[src/rtl/hpi_access_sequencer.sv]
// Two-requester sequencer for the CY7C67200 HPI port: round-robin grant, then
// setup/strobe/hold/recovery timing on registered, glitch-free HPI pins.
module hpi_access_sequencer #(
    parameter int unsigned SETUP_CYC    = 1,
    parameter int unsigned STROBE_CYC   = 4,
    parameter int unsigned HOLD_CYC     = 1,
    parameter int unsigned RECOVERY_CYC = 2,
    parameter int unsigned RESET_CYC    = 16
) (
    input  logic        clk_clk,
    input  logic        reset_reset,

    input  logic        req0_valid,
    input  logic        req0_write,
    input  logic [1:0]  req0_addr,
    input  logic [15:0] req0_wdata,
    output logic        req0_ready,
    output logic        rsp0_valid,
    output logic [15:0] rsp0_rdata,

    input  logic        req1_valid,
    input  logic        req1_write,
    input  logic [1:0]  req1_addr,
    input  logic [15:0] req1_wdata,
    output logic        req1_ready,
    output logic        rsp1_valid,
    output logic [15:0] rsp1_rdata,

    output logic [1:0]  hpi_address,
    output logic        hpi_cs_n,
    output logic        hpi_rd_n,
    output logic        hpi_wr_n,
    output logic        hpi_reset_n,
    output logic [15:0] hpi_data_out,
    output logic        hpi_data_oe,
    input  logic [15:0] hpi_data_in
);

    typedef enum logic [2:0] {
        S_RSTWAIT,
        S_IDLE,
        S_SETUP,
        S_STROBE,
        S_HOLD,
        S_RECOVER
    } state_e;

    localparam logic [7:0] RST_LAST = 8'(RESET_CYC - 1);
    localparam logic [7:0] SET_LAST = 8'(SETUP_CYC - 1);
    localparam logic [7:0] STB_LAST = 8'(STROBE_CYC - 1);
    localparam logic [7:0] HLD_LAST = 8'(HOLD_CYC - 1);
    localparam logic [7:0] REC_LAST = 8'(RECOVERY_CYC - 1);

    state_e state_q, state_d;
    logic [7:0] cnt_q, cnt_d;
    logic       phase_last;

    logic [1:0]       req_valid;
    logic [1:0]       req_write;
    logic [1:0][1:0]  req_addr;
    logic [1:0][15:0] req_wdata;

    logic gnt_en, gnt_sel;

    logic        last_q;
    logic        gid_q;
    logic        wr_q;
    logic [1:0]  addr_q;
    logic [15:0] wdata_q;
    logic [15:0] rdcap_q;

    logic        cur_wr;
    logic [1:0]  cur_addr;
    logic [15:0] cur_wdata;
    logic        active_d;
    logic        rsp_fire;

    logic        cs_n_q, cs_n_d;
    logic        rd_n_q, rd_n_d;
    logic        wr_n_q, wr_n_d;
    logic        rstn_q, rstn_d;
    logic        oe_q, oe_d;
    logic [1:0]  haddr_q, haddr_d;
    logic [15:0] hdata_q, hdata_d;
    logic [1:0]       rsp_vld_q, rsp_vld_d;
    logic [1:0][15:0] rsp_rdata_q, rsp_rdata_d;

    assign req_valid = {req1_valid, req0_valid};
    assign req_write = {req1_write, req0_write};
    assign req_addr  = {req1_addr, req0_addr};
    assign req_wdata = {req1_wdata, req0_wdata};

    // On a tie, grant whoever was not granted last; otherwise the lone requester.
    always_comb begin
        gnt_en  = (state_q == S_IDLE) && (|req_valid);
        gnt_sel = (&req_valid) ? ~last_q : req_valid[1];
    end

    assign req0_ready = gnt_en & ~gnt_sel;
    assign req1_ready = gnt_en &  gnt_sel;

    always_comb begin
        case (state_q)
            S_RSTWAIT: phase_last = (cnt_q == RST_LAST);
            S_SETUP:   phase_last = (cnt_q == SET_LAST);
            S_STROBE:  phase_last = (cnt_q == STB_LAST);
            S_HOLD:    phase_last = (cnt_q == HLD_LAST);
            S_RECOVER: phase_last = (cnt_q == REC_LAST);
            default:   phase_last = 1'b0;
        endcase
    end

    always_ff @(posedge clk_clk or posedge reset_reset) begin
        if (reset_reset) begin
            state_q <= S_RSTWAIT;
            cnt_q   <= '0;
        end else begin
            state_q <= state_d;
            cnt_q   <= cnt_d;
        end
    end

    always_comb begin
        state_d = state_q;
        cnt_d   = phase_last ? 8'd0 : cnt_q + 8'd1;
        case (state_q)
            S_RSTWAIT: if (phase_last) state_d = S_IDLE;
            S_IDLE: begin
                cnt_d = '0;
                if (gnt_en) state_d = S_SETUP;
            end
            S_SETUP:   if (phase_last) state_d = S_STROBE;
            S_STROBE:  if (phase_last) state_d = S_HOLD;
            S_HOLD:    if (phase_last) state_d = S_RECOVER;
            S_RECOVER: if (phase_last) state_d = S_IDLE;
            default: begin
                state_d = S_RSTWAIT;
                cnt_d   = '0;
            end
        endcase
    end

    // Request capture in the ready cycle; read data latched on the last strobe edge.
    always_ff @(posedge clk_clk or posedge reset_reset) begin
        if (reset_reset) begin
            last_q  <= 1'b1;
            gid_q   <= 1'b0;
            wr_q    <= 1'b0;
            addr_q  <= '0;
            wdata_q <= '0;
            rdcap_q <= '0;
        end else begin
            if (gnt_en) begin
                last_q  <= gnt_sel;
                gid_q   <= gnt_sel;
                wr_q    <= req_write[gnt_sel];
                addr_q  <= req_addr[gnt_sel];
                wdata_q <= req_wdata[gnt_sel];
            end
            if (state_q == S_STROBE && phase_last && !wr_q)
                rdcap_q <= hpi_data_in;
        end
    end

    // Pin values are computed from the next state so every HPI output is a flop.
    always_comb begin
        cur_wr    = gnt_en ? req_write[gnt_sel] : wr_q;
        cur_addr  = gnt_en ? req_addr[gnt_sel]  : addr_q;
        cur_wdata = gnt_en ? req_wdata[gnt_sel] : wdata_q;
        active_d  = (state_d == S_SETUP) || (state_d == S_STROBE) || (state_d == S_HOLD);

        cs_n_d  = ~active_d;
        rd_n_d  = ~((state_d == S_STROBE) && !cur_wr);
        wr_n_d  = ~((state_d == S_STROBE) &&  cur_wr);
        oe_d    = active_d && cur_wr;
        rstn_d  = (state_d != S_RSTWAIT);
        haddr_d = (state_d == S_SETUP) ? cur_addr : haddr_q;
        hdata_d = ((state_d == S_SETUP) && cur_wr) ? cur_wdata : hdata_q;

        rsp_fire    = (state_q == S_HOLD) && phase_last;
        rsp_vld_d   = '0;
        rsp_rdata_d = rsp_rdata_q;
        if (rsp_fire) begin
            rsp_vld_d[gid_q] = 1'b1;
            if (!wr_q) rsp_rdata_d[gid_q] = rdcap_q;
        end
    end

    always_ff @(posedge clk_clk or posedge reset_reset) begin
        if (reset_reset) begin
            cs_n_q      <= 1'b1;
            rd_n_q      <= 1'b1;
            wr_n_q      <= 1'b1;
            rstn_q      <= 1'b0;
            oe_q        <= 1'b0;
            haddr_q     <= '0;
            hdata_q     <= '0;
            rsp_vld_q   <= '0;
            rsp_rdata_q <= '0;
        end else begin
            cs_n_q      <= cs_n_d;
            rd_n_q      <= rd_n_d;
            wr_n_q      <= wr_n_d;
            rstn_q      <= rstn_d;
            oe_q        <= oe_d;
            haddr_q     <= haddr_d;
            hdata_q     <= hdata_d;
            rsp_vld_q   <= rsp_vld_d;
            rsp_rdata_q <= rsp_rdata_d;
        end
    end

    assign hpi_cs_n     = cs_n_q;
    assign hpi_rd_n     = rd_n_q;
    assign hpi_wr_n     = wr_n_q;
    assign hpi_reset_n  = rstn_q;
    assign hpi_data_oe  = oe_q;
    assign hpi_address  = haddr_q;
    assign hpi_data_out = hdata_q;
    assign rsp0_valid   = rsp_vld_q[0];
    assign rsp1_valid   = rsp_vld_q[1];
    assign rsp0_rdata   = rsp_rdata_q[0];
    assign rsp1_rdata   = rsp_rdata_q[1];

endmodule

[config.mk]
export PLATFORM = sky130hd
export DESIGN_NAME = hpi_access_sequencer
export DESIGN_NICKNAME = d
export VERILOG_FILES = /design/src/rtl/hpi_access_sequencer.sv
export SDC_FILE = /design/constraint.sdc
export NUM_CORES = 1
export LEC_CHECK = 0
export CAP_MARGIN = 20
export CORE_ASPECT_RATIO = 1.4
export CORE_MARGIN = 5
export CORE_UTILIZATION = 50
export DETAILED_ROUTE_END_ITERATION = 12
export DONT_BUFFER_PORTS = 1
export PLACE_DENSITY = 0.63
export SYNTH_ARGS = -nofsm -noshare
export SYNTH_HDL_FRONTEND = slang
export SYNTH_SLANG_ARGS = --single-unit
[constraint.sdc]
create_clock -name clk_clk -period 5.1 [get_ports clk_clk]
set_input_delay 1.02 -clock clk_clk [delete_from_list [all_inputs] [get_ports clk_clk]]
set_output_delay 1.02 -clock clk_clk [all_outputs]
set_load 0.02 [all_outputs]
==> flow_summary.toml, run 1 <==
[outcome]
status = "completed"

[worst_setup_path]
r2r_end = "hpi_data_out[13]"
worstReg2RegStart = "state_q[0]"
path_max_fanout = 22
r2r_cells = 6
worstSetupPathType = "flip-flop to output pin"
worstSetupStartpointType = "flip-flop"
endpoint_kind = "output pin"
critPathArrivalTime_ps = 2200
required_ps = 4080
r2r_setup_slack_ps = 1930

[clock_network]
clk-insertion-delay-late_ps = 340
htree_levels = 3
cts_buffer_depth = 2
ctsResizeCount = 0
clkSinkCount = 105
root_buffer = "clkbuf_16"
postCtsSetupRepairBufs = 0
ctsHoldBuffers = 0
cts_tree = "done"
numCtsBuffers = 9
clk_pin_slew_ps = 70

[timing]
tightest_slew_ps = 1050
min_period_ps = 3220
hold_viol = 0
setup_viol = 0
fmax_mhz = 311
rsz0062_at_grt = "false"
clock_skew_ps = 8.66
timing.hold.ws_ps = 495
finalMaxSlewViolations = 0
finalSetupTns_ps = 0
timing.final.crit_share_pct = 63.1
max_slew_margin_pct = 30.3

[drt]
drt_iter0_drc = 98
viasPerCell = 5.82
wl_per_cell_um = 20.7
drc = 0
dr.pass1.iters = 6
ant_nets = 0
vias = 2498
drt-total-wl_mm = 8.89

[floorplanning]
die-width_um = 89.9
rows = 40
die-area_sq_um = 11000
core-area_sq_um = 8660
die_y_um = 122
initial_core_util_pct = 51.6
ioPinCount = 117

[global_routing]
grt.total_usage_pct = 16.6
overflow = 0
antenna_found_initial = 0
grt_pass1_wl_mm = 14.4
grt_pass1_vias = 2714
grt_max_degree = 66

[min_path]
hold_class = "flip-flop to flip-flop"
worstHoldPathCells = 2
holdPathEnd = "wdata_q[10]"
hold_start = "wdata_q[10]"

[logic_synthesis]
synth.distinct_cells = 48
synth_top_family_by_area = "multiplexers"
synth_nets = 379
synthFlopType = "dfrtp_1"
synth_warnings = 0
yosys.area_share.simple_pct = 9.52
ys_async_sr_fraction_pct = 100
synth_mux_area_share_pct = 19.6
synth_seq_cells = 105
synth_area_sq_um = 4470
syn_inst = 319
synth_compound_area_share_pct = 6.95
synth_fa_ha_area_share_pct = 0.560
synth-edff-count = 0
ys_seq_area_share_pct = 58.9
postSynthAreaPerCell_sq_um = 14.0
synth_xor_area_share_pct = 1.74

[final_layout]
diodes = 0
area_delta_synth_final_pct = 7.42
drive_above_1_share_pct = 24.1
nets = 379

[placement]
numPortBuffers = 0
place.gp.congestion = 0.809
hpwl_mm = 6.33

[job]
max-cap-violations = 0

[power]
powerDensity_nw_per_um2 = 573
leakage_nw = 2.37
vdd.ir_drop.worst_v = 0.000308
worst max path at each step:
stage                 from          endpoint  slack [ps]
4_1_cts         state_q[0]        req1_ready        1880
3_3_place_gp    req0_valid   hpi_data_out[9]        1960
6_report        state_q[0]        req1_ready        1880
2_1_floorplan  reset_reset         addr_q[0]        1330
5_1_grt         state_q[0]  hpi_data_out[14]        1690
3_5_place_dp    req1_valid  hpi_data_out[13]        1870
metrics by stage:
step	utilization (%)	instance area (sq um)	std cells	total power [mW]	worst slack [ps]
final	55.4	4800	429	2.75	1880
after global routing	55.4	4800	429	2.93	1690
after CTS	55.4	4800	429	2.79	1880
after detailed placement	52.3	4530	413	2.15	1870
after global placement	52.3	4530	413	2.11	1960
after floorplan	-	4470	319	1.99	1330
cell usage after synthesis (2+ instances only):
cell type	count	share of area, %
and3_1	4	0.56
a21o_1	3	0.50
nand3_4	2	0.78
xor2_1	4	0.78
ha_1	2	0.56
nor2_1	11	0.92
nand4_1	2	0.28
o21ai_0	2	0.22
xnor2_1	3	0.59
buf_2	2	0.22
nor3_1	2	0.22
clkbuf_1	6	0.50
nand2_1	41	3.4
inv_1	7	0.59
dfstp_2	4	2.4
a22oi_1	16	2.7
a21oi_1	2	0.22
mux2_2	13	3.3
buf_6	3	0.76
a222oi_1	3	0.67
dfrtp_1	101	57
a21boi_0	2	0.34
mux2_1	24	6.1
a31oi_2	2	0.56
mux2_4	30	10
nand3_1	4	0.45
o21ai_1	3	0.34
area by class of cell:
class,count,area (sq um)
Fill cell,724,3860
Sequential cell,105,2630
Multi-Input combinational cell,193,1720
Clock buffer,11,233
Tap cell,105,131
Clock inverter,5,38.8
Inverter,8,32.5
Timing Repair Buffer,2,15.0
layout by cell type, fill, tap and decap left out, drive strengths merged, types with 3 or more instances in the layout:
cell type  synthesis  layout
a22oi             16      16
clkbuf             6      11
mux2              67      67
xnor2              4       4
dfrtp            101     101
and3               4       4
nor2              11      11
a21o               3       3
inv                8      10
xor2               4       4
nor3               3       3
a21oi              3       3
o21ai              5       5
dfstp              4       4
nand3              6       6
nand2             41      41
a222oi             3       3
routing by layer:
metal  routed length, um  global-route usage [%]  vias to the layer above
met2                4450                    27.4                      104
met4                 108                    6.42                        0
met3                 686                    5.93                       10
met5                   0                       0                        -
li1                    -                       -                     1132
met1                3650                    20.0                     1252
kinds of logic after synthesis:
kind of cell	after synthesis
DFF	105
and+or+nand+nor	77
muxes	68
AOI/OAI and AO/OA	38
buffers and inverters	21
xor gates and xnor gates	8
adders and majority gates	2
flip-flops by register name, summed over array words and instances, names as in the netlist, 2 cells and up:
name and cells:
addr_q 2, hpi_data_out 16, hpi_address 2, cnt_q 8, rsp_vld_q 2, rsp1_rdata 16
rsp0_rdata 16, state_q 3, rdcap_q 16, wdata_q 16
critical path, cell delays in order, from the launching register on:
cell and delay, ps:
dfrtp_1 640, nor3b_2 320, and3_1 900
power breakdown:
| group | switching, mW | leakage [nW] | total [mW] | internal [mW] |
|---|---|---|---|---|
| sequential | 0.305 | 1.34 | 1.41 | 1.10 |
| clock | 0.298 | 0.131 | 0.633 | 0.335 |
| combinational | 0.349 | 0.902 | 0.708 | 0.359 |
No activity file was read; power rests on OpenSTA's default activity.
==> inputs of run 2 (changes only) <==
==> constraint.sdc (replaced) <==
create_clock -name clk_clk -period 3.25 [get_ports clk_clk]
set_input_delay 0.65 -clock clk_clk [delete_from_list [all_inputs] [get_ports clk_clk]]
set_output_delay 0.65 -clock clk_clk [all_outputs]
set_load 0.02 [all_outputs]
==> run 2 against run 1 <==
Against the previous run:
- register-to-register slack lost 1500 ps
- via count shrank 1.8%
- global-route usage is 0.58 points lower
- non-clock buffer count up 3
- sequential cell count unchanged
- clock-buffer cell count unchanged
- highest routed layer unchanged
- critical path depth grew 4
- routed wire length decreased by 1.8%
==> flow_summary.toml, run 2 (synthesis gave the netlist of run 1 again) <==
[clock_network]
cts_tree = "done"
clk_pin_slew_ps = 70
postCtsSetupRepairBufs = 0
numCtsBuffers = 9
root_buffer = "clkbuf_16"
clkSinkCount = 105
clk-insertion-delay-late_ps = 340
htree_levels = 3
ctsResizeCount = 0
cts_buffer_depth = 2
ctsHoldBuffers = 0

[global_routing]
antenna_found_initial = 0
grt_max_degree = 47
grt_pass1_vias = 2662
grt.total_usage_pct = 16.0
overflow = 0
grt_pass1_wl_mm = 14.1

[drt]
viasPerCell = 5.68
wl_per_cell_um = 20.2
drt-total-wl_mm = 8.74
vias = 2453
drc = 0
ant_nets = 0
drt_iter0_drc = 127
dr.pass1.iters = 4

[power]
switching_share_pct = 34.4
switchingPower_mw = 1.49
p_int_mw = 2.85
powerDensity_nw_per_um2 = 895
vdd.ir_drop.worst_v = 0.000479
power_frac_clock_pct = 23.5
p_total_mw = 4.34
p_seq_share_pct = 51.1
comb_power_share_pct = 25.4
leakage_nw = 2.40

[floorplanning]
die-width_um = 89.9
rows = 40
initial_core_util_pct = 51.6
die-area_sq_um = 11000
core-area_sq_um = 8660
die_y_um = 122
ioPinCount = 117

[worst_setup_path]
critPathArrivalTime_ps = 3040
endpoint_kind = "flip-flop"
path_max_fanout = 16
required_ps = 3470
worstSetupStartpointType = "flip-flop"
slowest_delay_ps = 650
cp_top_family = "compound AO/OA/AOI/OAI gates"
crit_buf_inv = 1
cp_cell_sequence = "nor3b_2, o21ai_1, a222oi_1, inv_2, o211ai_4, mux2_1"
crit_slowest_cell = "dfrtp_1"
worstSetupPathType = "flip-flop to flip-flop"

[timing]
min_period_ps = 2820
max_slew_margin_pct = 40.5
setup_viol = 0
tightest_slew_ps = 890
timing.final.crit_share_pct = 86.8
hold_viol = 0
fmax_mhz = 355
clock_skew_ps = 9.24
setup_slack_ps = 430
finalSetupTns_ps = 0
rsz0062_at_grt = "false"
finalMaxSlewViolations = 0

[final_layout]
final_common_cell = "dfrtp_1"
fin_area_sq_um = 4840
nets = 382
diodes = 0
utilization_pct = 56.0
final_cell_mix = "101 x dfrtp_1, 41 x nand2_1, 30 x mux2_4"
area_delta_synth_final_pct = 8.46
drive_above_1_share_pct = 25.1

[min_path]
hold_class = "input port to async pin"

[placement]
placedInstanceArea_sq_um = 4560
place_ws_ps = 542
place.gp.congestion = 0.796
hpwl_mm = 6.21
numPortBuffers = 0

[outcome]
status = "completed"

[job]
max-cap-violations = 0
run 2: cell types whose count changed in the layout (fill, tap and decap cells not counted):
cell / before / now
clkbuf_8: 0 / 1
clkbuf_1: 2 / 1
buf_12: 0 / 1
buf_4: 2 / 4
inv_4: 1 / 0
clkinvlp_4: 1 / 2
run 2: worst register-to-register path, stage by stage (launching register included):
cell and delay [ps]:
dfrtp_1 650, nor3b_2 380, o21ai_1 190, a222oi_1 600
inv_2 160, o211ai_4 340, mux2_1 390
run 2: through the flow:
stage               hold WS (ps)  std cells
floorplan                    458        319
global placement             478        416
detailed placement           485        416
CTS                          381        432
global route                 418        432
finish                       356        432
run 2: path summary, 6_finish.rpt:
| check | from | end | slack [ps] | cells after the start |
|---|---|---|---|---|
| max | state_q[0] | hpi_data_out[9] | 430 | 6 |
| min | reset_reset | rsp1_rdata[8] | 360 | 1 |
| max reg2reg | state_q[0] | hpi_data_out[9] | 430 | 6 |
| min reg2reg | wdata_q[13] | wdata_q[13] | 500 | 2 |
| max in group asynchronous | reset_reset | hpi_rd_n | 2070 | 2 |
| min in group clk_clk | req0_wdata[9] | wdata_q[9] | 430 | 2 |
run 2: cell type report:
class	count	area [sq um]
multi-input cells	193	1720
repair buffers	5	50.0
well taps	105	131
fillers	713	3810
inverters	8	33.8
flip-flops and latches	105	2630
clock inverters	5	38.8
clock buffers	11	243
run 2: per-layer routing:
metal	up-vias	track usage (%)	routed length, um
met2	100	26.1	4300
met1	1216	20.1	3600
met3	9	5.74	745
met5	-	0	0
li1	1128	-	-
met4	0	5.03	86
run 2: power groups by stage:
stage	sequential (mW)	clock, mW	combinational (mW)
6_report	2.22	1.02	1.10
5_1_grt	2.27	1.10	1.23
4_1_cts	2.22	1.04	1.12
3_5_place_dp	2.24	0	1.12
3_3_place_gp	2.23	0	1.08
2_1_floorplan	2.11	0	1.01
